--- src/rtl/sno_integrator_seq.sv ---
// Multi-channel charge integrator sequencer.
// A trigger starts a fixed-length integration window. Per-channel samples are
// summed into saturating accumulators. The high/low-gain charge words and their
// channel sums are latched for readout over a valid/ready handshake. The
// accumulators are then discharged for a fixed number of clocks.
module sno_integrator_seq #(
    parameter int NCH      = 4,
    parameter int W_IN     = 8,
    parameter int W_ACC    = 16,
    parameter int INT_CYC  = 16,
    parameter int DMP_CYC  = 4,
    parameter int LO_SHIFT = 3
) (
    input  logic                            CLK,
    input  logic                            RST_N,
    input  logic                            TRIG,
    input  logic [NCH-1:0]                  CH_EN,
    input  logic [NCH*W_IN-1:0]             SAMPLE,
    output logic [NCH*W_ACC-1:0]            Q_HI,
    output logic [NCH*W_ACC-1:0]            Q_LO,
    output logic [W_ACC+$clog2(NCH)-1:0]    OUTSUM_HI,
    output logic [W_ACC+$clog2(NCH)-1:0]    OUTSUM_LO,
    output logic                            DATA_VALID,
    input  logic                            DATA_READY,
    output logic                            BUSY,
    output logic                            DUMP,
    output logic [NCH-1:0]                  SAT,
    output logic [7:0]                      MISS_CNT
);

    localparam int W_OS    = W_ACC + $clog2(NCH);
    localparam int W_SUM   = ((W_IN > W_ACC) ? W_IN : W_ACC) + 1;
    localparam int CNT_MAX = (INT_CYC > DMP_CYC) ? INT_CYC : DMP_CYC;
    localparam int W_CNT   = $clog2(CNT_MAX + 1);

    localparam logic [1:0] S_IDLE  = 2'd0;
    localparam logic [1:0] S_INTEG = 2'd1;
    localparam logic [1:0] S_HOLD  = 2'd2;
    localparam logic [1:0] S_DMP   = 2'd3;

    logic [1:0]       state;
    logic [W_CNT-1:0] cnt;
    logic [W_ACC-1:0] acc     [NCH];
    logic [W_ACC-1:0] acc_add [NCH];
    logic [NCH-1:0]   ovf;
    logic [W_OS-1:0]  sum_hi;
    logic [W_OS-1:0]  sum_lo;
    logic [W_IN-1:0]  samp;
    logic [W_SUM-1:0] wide;

    // Saturating per-channel add of this clock's sample; sums feed the HOLD load
    // so the final add of the window is already included when results latch.
    always_comb begin
        ovf    = '0;
        sum_hi = '0;
        sum_lo = '0;
        samp   = '0;
        wide   = '0;
        for (int unsigned i = 0; i < NCH; i++) begin
            samp = '0;
            if (CH_EN[i]) samp = SAMPLE[i*W_IN +: W_IN];
            wide = W_SUM'(acc[i]) + W_SUM'(samp);
            acc_add[i] = wide[W_ACC-1:0];
            if (wide[W_SUM-1:W_ACC] != '0) begin
                acc_add[i] = '1;
                ovf[i]     = 1'b1;
            end
            sum_hi = sum_hi + W_OS'(acc_add[i]);
            sum_lo = sum_lo + W_OS'(acc_add[i] >> LO_SHIFT);
        end
    end

    // Sequencer: IDLE -> INTEG -> HOLD -> DMP -> IDLE, with accumulators and result registers.
    always_ff @(posedge CLK or negedge RST_N) begin
        if (!RST_N) begin
            state     <= S_IDLE;
            cnt       <= '0;
            Q_HI      <= '0;
            Q_LO      <= '0;
            OUTSUM_HI <= '0;
            OUTSUM_LO <= '0;
            SAT       <= '0;
            for (int unsigned i = 0; i < NCH; i++) acc[i] <= '0;
        end else begin
            case (state)
                S_IDLE: begin
                    if (TRIG) begin
                        state <= S_INTEG;
                        cnt   <= '0;
                        SAT   <= '0;
                        for (int unsigned i = 0; i < NCH; i++) acc[i] <= '0;
                    end
                end
                S_INTEG: begin
                    for (int unsigned i = 0; i < NCH; i++) acc[i] <= acc_add[i];
                    SAT <= SAT | ovf;
                    if (cnt == W_CNT'(INT_CYC - 1)) begin
                        state <= S_HOLD;
                        cnt   <= '0;
                        for (int unsigned i = 0; i < NCH; i++) begin
                            Q_HI[i*W_ACC +: W_ACC] <= acc_add[i];
                            Q_LO[i*W_ACC +: W_ACC] <= acc_add[i] >> LO_SHIFT;
                        end
                        OUTSUM_HI <= sum_hi;
                        OUTSUM_LO <= sum_lo;
                    end else begin
                        cnt <= cnt + W_CNT'(1);
                    end
                end
                S_HOLD: begin
                    if (DATA_READY) begin
                        state <= S_DMP;
                        cnt   <= '0;
                    end
                end
                S_DMP: begin
                    for (int unsigned i = 0; i < NCH; i++) acc[i] <= '0;
                    if (cnt == W_CNT'(DMP_CYC - 1)) begin
                        state <= S_IDLE;
                        cnt   <= '0;
                    end else begin
                        cnt <= cnt + W_CNT'(1);
                    end
                end
                default: state <= S_IDLE;
            endcase
        end
    end

    // Saturating count of triggers seen while a cycle is already in progress.
    always_ff @(posedge CLK or negedge RST_N) begin
        if (!RST_N) begin
            MISS_CNT <= '0;
        end else if (TRIG && (state != S_IDLE) && (MISS_CNT != 8'hFF)) begin
            MISS_CNT <= MISS_CNT + 8'd1;
        end
    end

    // Status flags decoded from the current phase.
    always_comb begin
        DATA_VALID = (state == S_HOLD);
        BUSY       = (state != S_IDLE);
        DUMP       = (state == S_DMP);
    end

endmodule
--- config.mk ---
export PLATFORM = sky130hd
export DESIGN_NAME = sno_integrator_seq
export DESIGN_NICKNAME = d
export VERILOG_FILES = /design/src/rtl/sno_integrator_seq.sv
export SDC_FILE = /design/constraint.sdc
export NUM_CORES = 1
export LEC_CHECK = 0
export BUFFER_PORTS_ARGS = -buffer_cell sky130_fd_sc_hd__clkbuf_2
export CAP_MARGIN = 20
export CORE_ASPECT_RATIO = 1.2
export CORE_UTILIZATION = 45
export CTS_BUF_LIST = sky130_fd_sc_hd__clkbuf_16
export DETAILED_ROUTE_END_ITERATION = 10
export GPL_TIMING_DRIVEN = 0
export PLACE_DENSITY_LB_ADDON = 0.12
export SYNTH_ARGS = -nofsm -noshare
export SYNTH_HDL_FRONTEND = slang
export SYNTH_SLANG_ARGS = --single-unit
--- constraint.sdc ---
create_clock -name CLK -period 7.3 [get_ports CLK]
set_clock_uncertainty 0.05 [all_clocks]
set_input_delay 1.46 -clock CLK [delete_from_list [all_inputs] [get_ports CLK]]
set_output_delay 1.46 -clock CLK [all_outputs]
set_load 0.005 [all_outputs]
; ---- After elaboration in Yosys (flattened, before gate mapping)
; Index checks and enable logic that the tools add are counted.
[totals]
register_bits = 235
input_bits = 40
output_inout_bits = 179
elab_cells = 72
[op_classes]
n_addsub = 12
n_eq_ne = 10
mux = 26
bitwise = 1
n_reduce_logical = 11
[op_table]
columns = op, count
row1 = 64-bit one-hot mux with 3 select lines, 1
row2 = 16-bit by 8-bit adder with 17-bit output, 4
row3 = 16-bit two-way mux, 4
row4 = 64-bit two-way mux, 1
row5 = 8-bit two-way mux, 4
row6 = 5-bit two-way mux, 4
row7 = 5-bit one-hot mux with 4 select lines, 1
row8 = 17-bit by 16-bit adder with 18-bit output, 1
row9 = 18-bit by 16-bit adder with 18-bit output, 1
row10 = 16-bit by 16-bit adder with 17-bit output, 1
row11 = 15-bit by 13-bit adder with 16-bit output, 1
row12 = 14-bit by 13-bit adder with 15-bit output, 1
row13 = 13-bit by 13-bit adder with 14-bit output, 1
row14 = "8-bit by 1-bit adder with 8-bit output, second input constant", 1
row15 = 2-bit two-way mux, 4
row16 = "8-bit inequality test, second input constant", 1
row17 = 2-bit one-hot mux with 4 select lines, 1
row18 = 4-bit one-hot mux with 2 select lines, 1
row19 = 2-bit AND reduction, 4
row20 = "5-bit by 1-bit adder with 5-bit output, second input constant", 1
row21 = "5-bit by 2-bit == test with 1-bit output, second input constant", 1
row22 = "5-bit by 4-bit == test with 1-bit output, second input constant", 1
row23 = "2-bit == test, second input constant", 2
row24 = 1-bit two-way mux, 4
row25 = other kinds (10), 14

; ---- Depth between registers and ports, before layout
; Gate-level depths: netlist of the first run.
[logic_depth]
depth_word = 6
depth_mapped = 22
mapped_depth_nobuf = 21

; ---- Worst setup path after synthesis of the first run
; Ideal clock, no wire load.
[synth_timing]
kind = input port to flip-flop
startpoint = input SAMPLE[16]
endpoint = register OUTSUM_HI[13]
setup_time_ns = 0.083
arrival_ns = 6.058
t_required_ns = 7.167
slack_ns = 1.110
stages = 20
path_buffers = 1
cell_sequence = and2_1 ha_1 fa_1 a211oi_1 o21ai_1 a31oi_4 nor3_1 buf_2 nor2_1 fa_1 inv_1 fa_1 ha_1 fa_1 a211oi_1 o21bai_1 a2111oi_2 o31ai_1 xnor2_1 o21ai_0
[synth_between]
elab_chain_len = 5
[synth_lines]
columns = element, line_no
row1 = "start, declared", 18  ; input logic [NCH*W_IN-1:0] SAMPLE,
row2 = 8-bit two-way mux, 61  ; if (CH_EN[i]) samp = SAMPLE[i*W_IN +: W_IN];
row3 = 16-bit by 8-bit adder with 17-bit output, 62  ; wide = W_SUM'(acc[i]) + W_SUM'(samp);
row4 = 16-bit two-way mux, 64  ; if (wide[W_SUM-1:W_ACC] != '0) begin
row5 = 17-bit by 16-bit adder with 18-bit output, 68  ; sum_hi = sum_hi + W_OS'(acc_add[i]);
row6 = 18-bit by 16-bit adder with 18-bit output, 68
row7 = "end signal, assigned", 104  ; OUTSUM_HI <= sum_hi;
row8 = "end, declared", 21  ; output logic [W_ACC+$clog2(NCH)-1:0] OUTSUM_HI,
; Every way passes these cells.
; A chain may end at the register's enable or synchronous reset.

; ---- Worst setup path in the final report of the first run
[layout_timing]
startpoint = input CH_EN[2]
endpoint = register OUTSUM_HI[13]
[layout_between]
elab_chain_len = 5
[layout_lines]
columns = element, line_no
row1 = "start, declared", 17  ; input logic [NCH-1:0] CH_EN,
row2 = 8-bit two-way mux, 61
row3 = 16-bit by 8-bit adder with 17-bit output, 62
row4 = 16-bit two-way mux, 64
row5 = 17-bit by 16-bit adder with 18-bit output, 68
row6 = 18-bit by 16-bit adder with 18-bit output, 68
; Every way passes these cells.

==> results of run 1 <==
-- registers in the layout (all words and copies together) (netlist names) --
name,count
OUTSUM_HI,18
cnt,5
SAT,4
OUTSUM_LO,15
state,2
acc,64
MISS_CNT,8
Q_HI,64
-- synth_stat cells, types with 3 or more instances --
| cell | count |
|---|---|
| a211oi_1 | 16 |
| a21o_1 | 20 |
| a21oi_1 | 60 |
| a221o_1 | 8 |
| a22o_1 | 7 |
| a31o_2 | 6 |
| a31oi_1 | 6 |
| a31oi_4 | 3 |
| and2_1 | 37 |
| and3_1 | 10 |
| and3_4 | 3 |
| buf_1 | 3 |
| buf_2 | 13 |
| buf_4 | 68 |
| clkbuf_1 | 41 |
| dfrtp_1 | 180 |
| fa_1 | 37 |
| ha_1 | 59 |
| inv_1 | 62 |
| mux2_2 | 3 |
| mux2i_1 | 16 |
| nand2_1 | 173 |
| nand2b_1 | 18 |
| nand3_1 | 27 |
| nand4_1 | 12 |
| nor2_1 | 81 |
| nor2_2 | 3 |
| nor3_1 | 20 |
| o2111ai_1 | 3 |
| o211ai_1 | 9 |
| o21a_1 | 5 |
| o21ai_0 | 153 |
| o21ai_1 | 10 |
| o21bai_1 | 6 |
| o22ai_1 | 4 |
| o2bb2ai_1 | 4 |
| o31a_1 | 3 |
| o31ai_1 | 5 |
| o32ai_1 | 3 |
| or2_1 | 4 |
| or2_2 | 4 |
| xnor2_1 | 36 |
| xor2_1 | 21 |
-- power by group through the flow --
stage	clock (mW)	combinational [mW]	sequential, mW
floorplan	0	1.85	1.16
global placement	0	2.54	1.17
detailed placement	0	2.57	1.17
CTS	0.977	2.59	1.16
global route	1.02	2.91	1.17
finish	0.970	2.61	1.15
-- worst paths after layout --
kind                                     startpoint                         to  slack, ns  cells after the start
max in group asynchronous                     RST_N       Q_HI[58]$_DFFE_PN0P_       5.26                      2
hold reg to reg            OUTSUM_HI[2]$_DFFE_PN0P_   OUTSUM_HI[2]$_DFFE_PN0P_       0.42                      2
setup / recovery                           CH_EN[2]  OUTSUM_HI[13]$_DFFE_PN0P_       0.35                     21
setup reg to reg                acc[16]$_DFFE_PN0P_  OUTSUM_HI[13]$_DFFE_PN0P_       1.25                     19
min in group asynchronous                     RST_N        acc[48]$_DFFE_PN0P_       0.99                      1
hold / removal             OUTSUM_HI[2]$_DFFE_PN0P_   OUTSUM_HI[2]$_DFFE_PN0P_       0.42                      2
-- final cells by class --
| cell class | count | area share |
|---|---|---|
| Multi-Input combinational cell | 953 | 0.461 |
| Sequential cell | 180 | 0.322 |
| Timing Repair Buffer | 204 | 0.0753 |
| Buffer | 125 | 0.0530 |
| Clock buffer | 17 | 0.0304 |
| Tap cell | 330 | 0.0295 |
| Inverter | 62 | 0.0166 |
| Clock inverter | 15 | 0.0122 |
-- per-layer routing --
| layer | vias to the layer above | routed length (um) | track usage |
|---|---|---|---|
| li1 | 4922 | - | - |
| met1 | 4919 | 14900 | 0.352 |
| met3 | 58 | 1660 | 0.0287 |
| met5 | - | 0 | 0 |
| met2 | 327 | 16900 | 0.445 |
| met4 | 0 | 1120 | 0.103 |
-- kinds of logic after synthesis --
group,count (synthesis)
DFF,180
adders and majority gates,96
and+or+nand+nor,404
AOI/OAI and AO/OA,362
other,1
muxes,19
xor gates and xnor gates,57
buffers and inverters,187
-- worst max-delay path, stage by stage --
cell       delay [ns]
clkbuf_2         0.12
and2_1           0.16
ha_1             0.21
fa_1             0.43
a211oi_1         0.30
o21ai_1          0.19
a31oi_4          0.30
nor3_1           0.12
buf_2            0.22
nor2_1           0.42
fa_1             0.50
inv_1            0.10
fa_1             0.42
ha_1             0.26
fa_1             0.44
a211oi_1         0.31
o21bai_1         0.17
a2111oi_2        0.62
o31ai_1          0.16
xnor2_1          0.19
o21ai_0          0.09
-- stage by stage --
stage          cell area, um^2  hold slack (ns)  power, mW  TNS, ns  instances
5_1_grt                  14000            0.446       5.10        0       1886
4_1_cts                  14000            0.432       4.72        0       1886
3_5_place_dp             13400            0.415       3.74  -0.0103       1854
6_report                 14000            0.422       4.74        0       1886
2_1_floorplan            11900            0.406       3.01        0       1320
3_3_place_gp             13300            0.412       3.71  -0.0150       1853
==> flow_metrics.py, run 1 <==
metrics = {
    "finish": {
        "multi_input_area_um2": 6440,
        "syn_to_final_growth_pct": 17.8,
        "antennaDiodeCount": 0,
        "regArea_um2": 4500,
        "layout_common_cells": "clkbuf_2 (202), dfrtp_1 (180), nand2_1 (173)",
        "layout_commonest_cell": "clkbuf_2",
        "drive_above_1_share": 0.228,
        "fin_nets": 1679,
        "fill_cells": 2428,
        "post-route-util": 0.544,
    },
    "global_routing": {
        "grt_start_max_net_pins": 103,
        "grt_pass1_wl_um": 55300,
        "overflow": 0,
        "antenna_found_initial": 0,
        "grt_usage": 0.267,
        "grt_pass1_vias": 10091,
    },
    "critical_path": {
        "startpoint_type": "primary input",
        "critPathMaxFanout": 10,
        "path_class": "primary input to flip-flop",
        "worst_ep_required_time_ns": 7.57,
        "arrival_ns": 7.22,
        "critPathCaptureType": "flip-flop",
    },
    "clock_network": {
        "postCtsSetupRepairBufs": 0,
        "clk_pin_slew_ns": 0.07,
        "hold_buffers": 0,
        "cts_root_buf": "clkbuf_16",
        "cts_tree": "built",
        "cts_sinks": 180,
        "h-tree-depth": 4,
        "clock_path_buffers": 2,
        "clk_latency_ns": 0.45,
        "cts_buffers": 17,
        "cts_resized": 0,
    },
    "timing": {
        "fin_crit_sh": 0.952,
        "slew_violations": 0,
        "setup_violations": 0,
        "slew_headroom": 0.384,
        "worstMarginPinSlew_ns": 0.924,
        "layout_setup_ws_ns": 0.350,
        "min_period_ns": 6.95,
        "finalHoldViolCount": 0,
        "fmax_ghz": 0.144,
        "rsz0062_at_grt": "false",
    },
    "logic_synthesis": {
        "synth_top_area_frac": 0.380,
        "yosys.area_share.simple": 0.158,
        "synthMuxAreaShare": 0.0163,
        "netlist_top_cells_area": "dfrtp_1 (38%), o21ai_0 (6.5%), fa_1 (6.2%), ha_1 (6.2%), nand2_1 (5.5%)",
        "ys_ff_latch": 180,
        "synth_area_leader_cell": "dfrtp_1",
        "synth_xor_area_frac": 0.0421,
        "synth_top_family_by_area": "compound AO/OA/AOI/OAI gates",
        "seq_area_frac_synth": 0.380,
        "ys_async_sr_fraction": 1.00,
        "synth_edf_count": 0,
        "yosysUniqueCellTypes": 79,
        "yosys_warnings": 0,
        "syn_area_um2": 11900,
        "syn_inst": 1306,
        "synth_compound_area_frac": 0.197,
        "synthAdderAreaFrac": 0.125,
        "syn_area_per_cell_um2": 9.09,
        "ys_dominant_reg_cell": "dfrtp_1",
    },
    "outcome": {
        "status": "finished clean",
    },
    "routing": {
        "drcViolationCount": 0,
        "drt_wl_total_um": 34500,
        "routedWlPerCell_um": 18.3,
        "firstDrtPassIters": 5,
        "drt-initial-drc-count": 682,
        "vias": 10226,
        "drtAntennaViolNets": 0,
        "viasPerCell": 5.42,
    },
    "power_and_ir_drop": {
        "p_sw_mw": 2.21,
        "pwr-share-clk": 0.205,
        "ir_drop_mv": 0.240,
        "p_int_mw": 2.53,
        "leakage_nw": 6.72,
        "p_comb_frac": 0.552,
        "sw_frac_of_total": 0.466,
        "power_density_nw_per_um2": 339,
        "power_frac_seq": 0.244,
    },
    "worst_hold_path": {
        "hold_path_class": "flip-flop to flip-flop",
    },
    "floorplan": {
        "die_y_um": 180,
        "core_area_um2": 25700,
        "row_count": 64,
        "die_area_um2": 27000,
        "start_util": 0.462,
        "die_x_um": 150,
        "num_io_pins": 219,
    },
    "placed_design": {
        "globalplace.congestion": 0.907,
        "place_ws_ns": -0.0103,
        "dp_hpwl_um": 26500,
        "portBuffers": 203,
    },
    "run": {
        "cap_violations": 0,
    },
}
(Power assumes the default switching activity.)
==> run 2: changes to the inputs <==
--- a/config.mk
+++ b/config.mk
@@ -5,11 +5,12 @@
 export SDC_FILE = /design/constraint.sdc
 export NUM_CORES = 1
 export LEC_CHECK = 0
+export ABC_CLOCK_PERIOD_IN_PS = 7300
 export BUFFER_PORTS_ARGS = -buffer_cell sky130_fd_sc_hd__clkbuf_2
 export CAP_MARGIN = 20
 export CORE_ASPECT_RATIO = 1.2
 export CORE_UTILIZATION = 45
-export CTS_BUF_LIST = sky130_fd_sc_hd__clkbuf_16
+export CTS_BUF_LIST = sky130_fd_sc_hd__clkbuf_8
 export DETAILED_ROUTE_END_ITERATION = 10
 export GPL_TIMING_DRIVEN = 0
 export PLACE_DENSITY_LB_ADDON = 0.12
==> run 2 against run 1 <==
Global-route usage fell by 0.098 points. Register-to-register slack improved by 0.03 ns. Maximum frequency rose by 1.4%. Critical path type unchanged. Largest cell class unchanged. Largest power group unchanged.
==> flow_metrics.py, run 2 (same netlist as run 1, synthesis figures left out) <==
metrics = {
    "clock_network": {
        "postCtsSetupRepairBufs": 0,
        "cts_resized": 0,
        "clk_pin_slew_ns": 0.10,
        "clk_latency_ns": 0.50,
        "cts_sinks": 180,
        "hold_buffers": 0,
        "clock_path_buffers": 2,
        "cts_buffers": 17,
        "cts_tree": "built",
        "cts_root_buf": "clkbuf_8",
        "h-tree-depth": 4,
    },
    "routing": {
        "vias": 10261,
        "drcViolationCount": 0,
        "wl_met1_um": 15100,
        "wl_met3_um": 1430,
        "maxUsedRoutingLayer": "met4",
        "wl_met2_um": 16900,
        "routedWlPerCell_um": 18.3,
        "drt-initial-drc-count": 705,
        "drtAntennaViolNets": 0,
        "drt_wl_total_um": 34400,
        "viasPerCell": 5.44,
        "firstDrtPassIters": 5,
    },
    "finish": {
        "drive_above_1_share": 0.228,
        "layout_commonest_cell": "clkbuf_2",
        "post-route-util": 0.536,
        "syn_to_final_growth_pct": 16.2,
        "layout_common_cells": "clkbuf_2 (202), dfrtp_1 (180), nand2_1 (173)",
        "multi_input_area_um2": 6440,
        "antennaDiodeCount": 0,
        "regArea_um2": 4500,
        "reg_top3": "Q_HI (64), acc (64), OUTSUM_HI (18)",
        "fill_cells": 2450,
        "fin_nets": 1679,
    },
    "floorplan": {
        "core_area_um2": 25700,
        "start_util": 0.462,
        "die_y_um": 180,
        "num_io_pins": 219,
        "row_count": 64,
        "die_x_um": 150,
        "die_area_um2": 27000,
    },
    "timing": {
        "slew_headroom": 0.393,
        "slew_violations": 0,
        "setup_violations": 0,
        "finalHoldViolCount": 0,
        "fmax_ghz": 0.146,
        "worstMarginPinSlew_ns": 0.911,
        "layout_setup_ws_ns": 0.444,
        "min_period_ns": 6.86,
        "fin_crit_sh": 0.939,
        "rsz0062_at_grt": "false",
    },
    "worst_hold_path": {
        "hold_path_depth": 2,
        "hold_path_class": "flip-flop to flip-flop",
    },
    "outcome": {
        "status": "finished clean",
    },
    "placed_design": {
        "globalplace.congestion": 0.907,
        "portBuffers": 203,
        "place_ws_ns": -0.0103,
        "dp_hpwl_um": 26500,
    },
    "global_routing": {
        "grt_pass1_wl_um": 55000,
        "grt_usage": 0.266,
        "overflow": 0,
        "grt_pass1_vias": 9995,
        "antenna_found_initial": 0,
        "grt_start_max_net_pins": 103,
    },
    "critical_path": {
        "worst_ep_required_time_ns": 7.62,
        "path_class": "primary input to flip-flop",
        "rr_worst_depth": 19,
        "critPathMaxFanout": 10,
        "crit_family": "adder cells",
        "slowest_delay_ns": 0.62,
        "critPathCaptureType": "flip-flop",
        "crit_top_cell": "fa_1",
        "path_buf_inv": 3,
        "cp.depth": 21,
        "arrival_ns": 7.17,
        "startpoint_type": "primary input",
        "crit_chain": "clkbuf_2 > and2_1 > ha_1 > fa_1 > a211oi_1 > o21ai_1 > a31oi_4 > nor3_1 > buf_2 > nor2_1 > fa_1 > inv_1 > fa_1 > ha_1 > fa_1 > a211oi_1 > o21bai_1 > a2111oi_2 > o31ai_1 > xnor2_1 > o21ai_0",
        "slowest_stage": "a2111oi_2",
    },
    "power_and_ir_drop": {
        "leakage_nw": 6.63,
        "power_density_nw_per_um2": 327,
        "ir_drop_mv": 0.235,
    },
    "run": {
        "cap_violations": 0,
    },
}
-- run 2: area by class of cell --
cell class,instances,share of cell area
Clock buffer,17,0.0170
Inverter,62,0.0169
Sequential cell,180,0.327
Timing Repair Buffer,204,0.0763
Tap cell,330,0.0299
Clock inverter,15,0.0123
Buffer,125,0.0537
Multi-Input combinational cell,953,0.467
-- run 2: power by group --
group	switching (mW)	leakage [nW]	internal [mW]
Clock	0.429	0.205	0.315
Sequential	0.0691	2.01	1.08
Combinational	1.68	4.42	0.929
-- run 2: path summary, 6_finish.rpt --
kind / start / endpoint / slack [ns]
max: CH_EN[2] / OUTSUM_HI[13]$_DFFE_PN0P_ / 0.44
min in group asynchronous: RST_N / acc[48]$_DFFE_PN0P_ / 0.93
max reg2reg: acc[16]$_DFFE_PN0P_ / OUTSUM_HI[13]$_DFFE_PN0P_ / 1.28
min reg2reg: OUTSUM_HI[2]$_DFFE_PN0P_ / OUTSUM_HI[2]$_DFFE_PN0P_ / 0.43
min: OUTSUM_HI[2]$_DFFE_PN0P_ / OUTSUM_HI[2]$_DFFE_PN0P_ / 0.43
max in group asynchronous: RST_N / acc[28]$_DFFE_PN0P_ / 5.32
-- run 2: through the flow --
step                      power [mW]  instances  TNS [ns]  hold WS (ns)  area [um^2]
after detailed placement        3.74       1854   -0.0103         0.415        13400
after global placement          3.71       1853   -0.0150         0.412        13300
after floorplan                 3.01       1320         0         0.406        11900
final                           4.51       1886         0         0.428        13800
after CTS                       4.49       1886         0         0.439        13800
after global routing            4.87       1886         0         0.453        13800
-- run 2: per-layer routing --
metal | track usage | vias to the layer above
met4 | 0.0909 | 0
met5 | 0 | -
met2 | 0.447 | 303
li1 | - | 4918
met1 | 0.348 | 4986
met3 | 0.0350 | 54
-- run 2: worst min-delay path: cells and delay by family (launching register included) --
kind,cells,cell delay [ns]
and+or+nand+nor,2,0.10
DFF,1,0.35
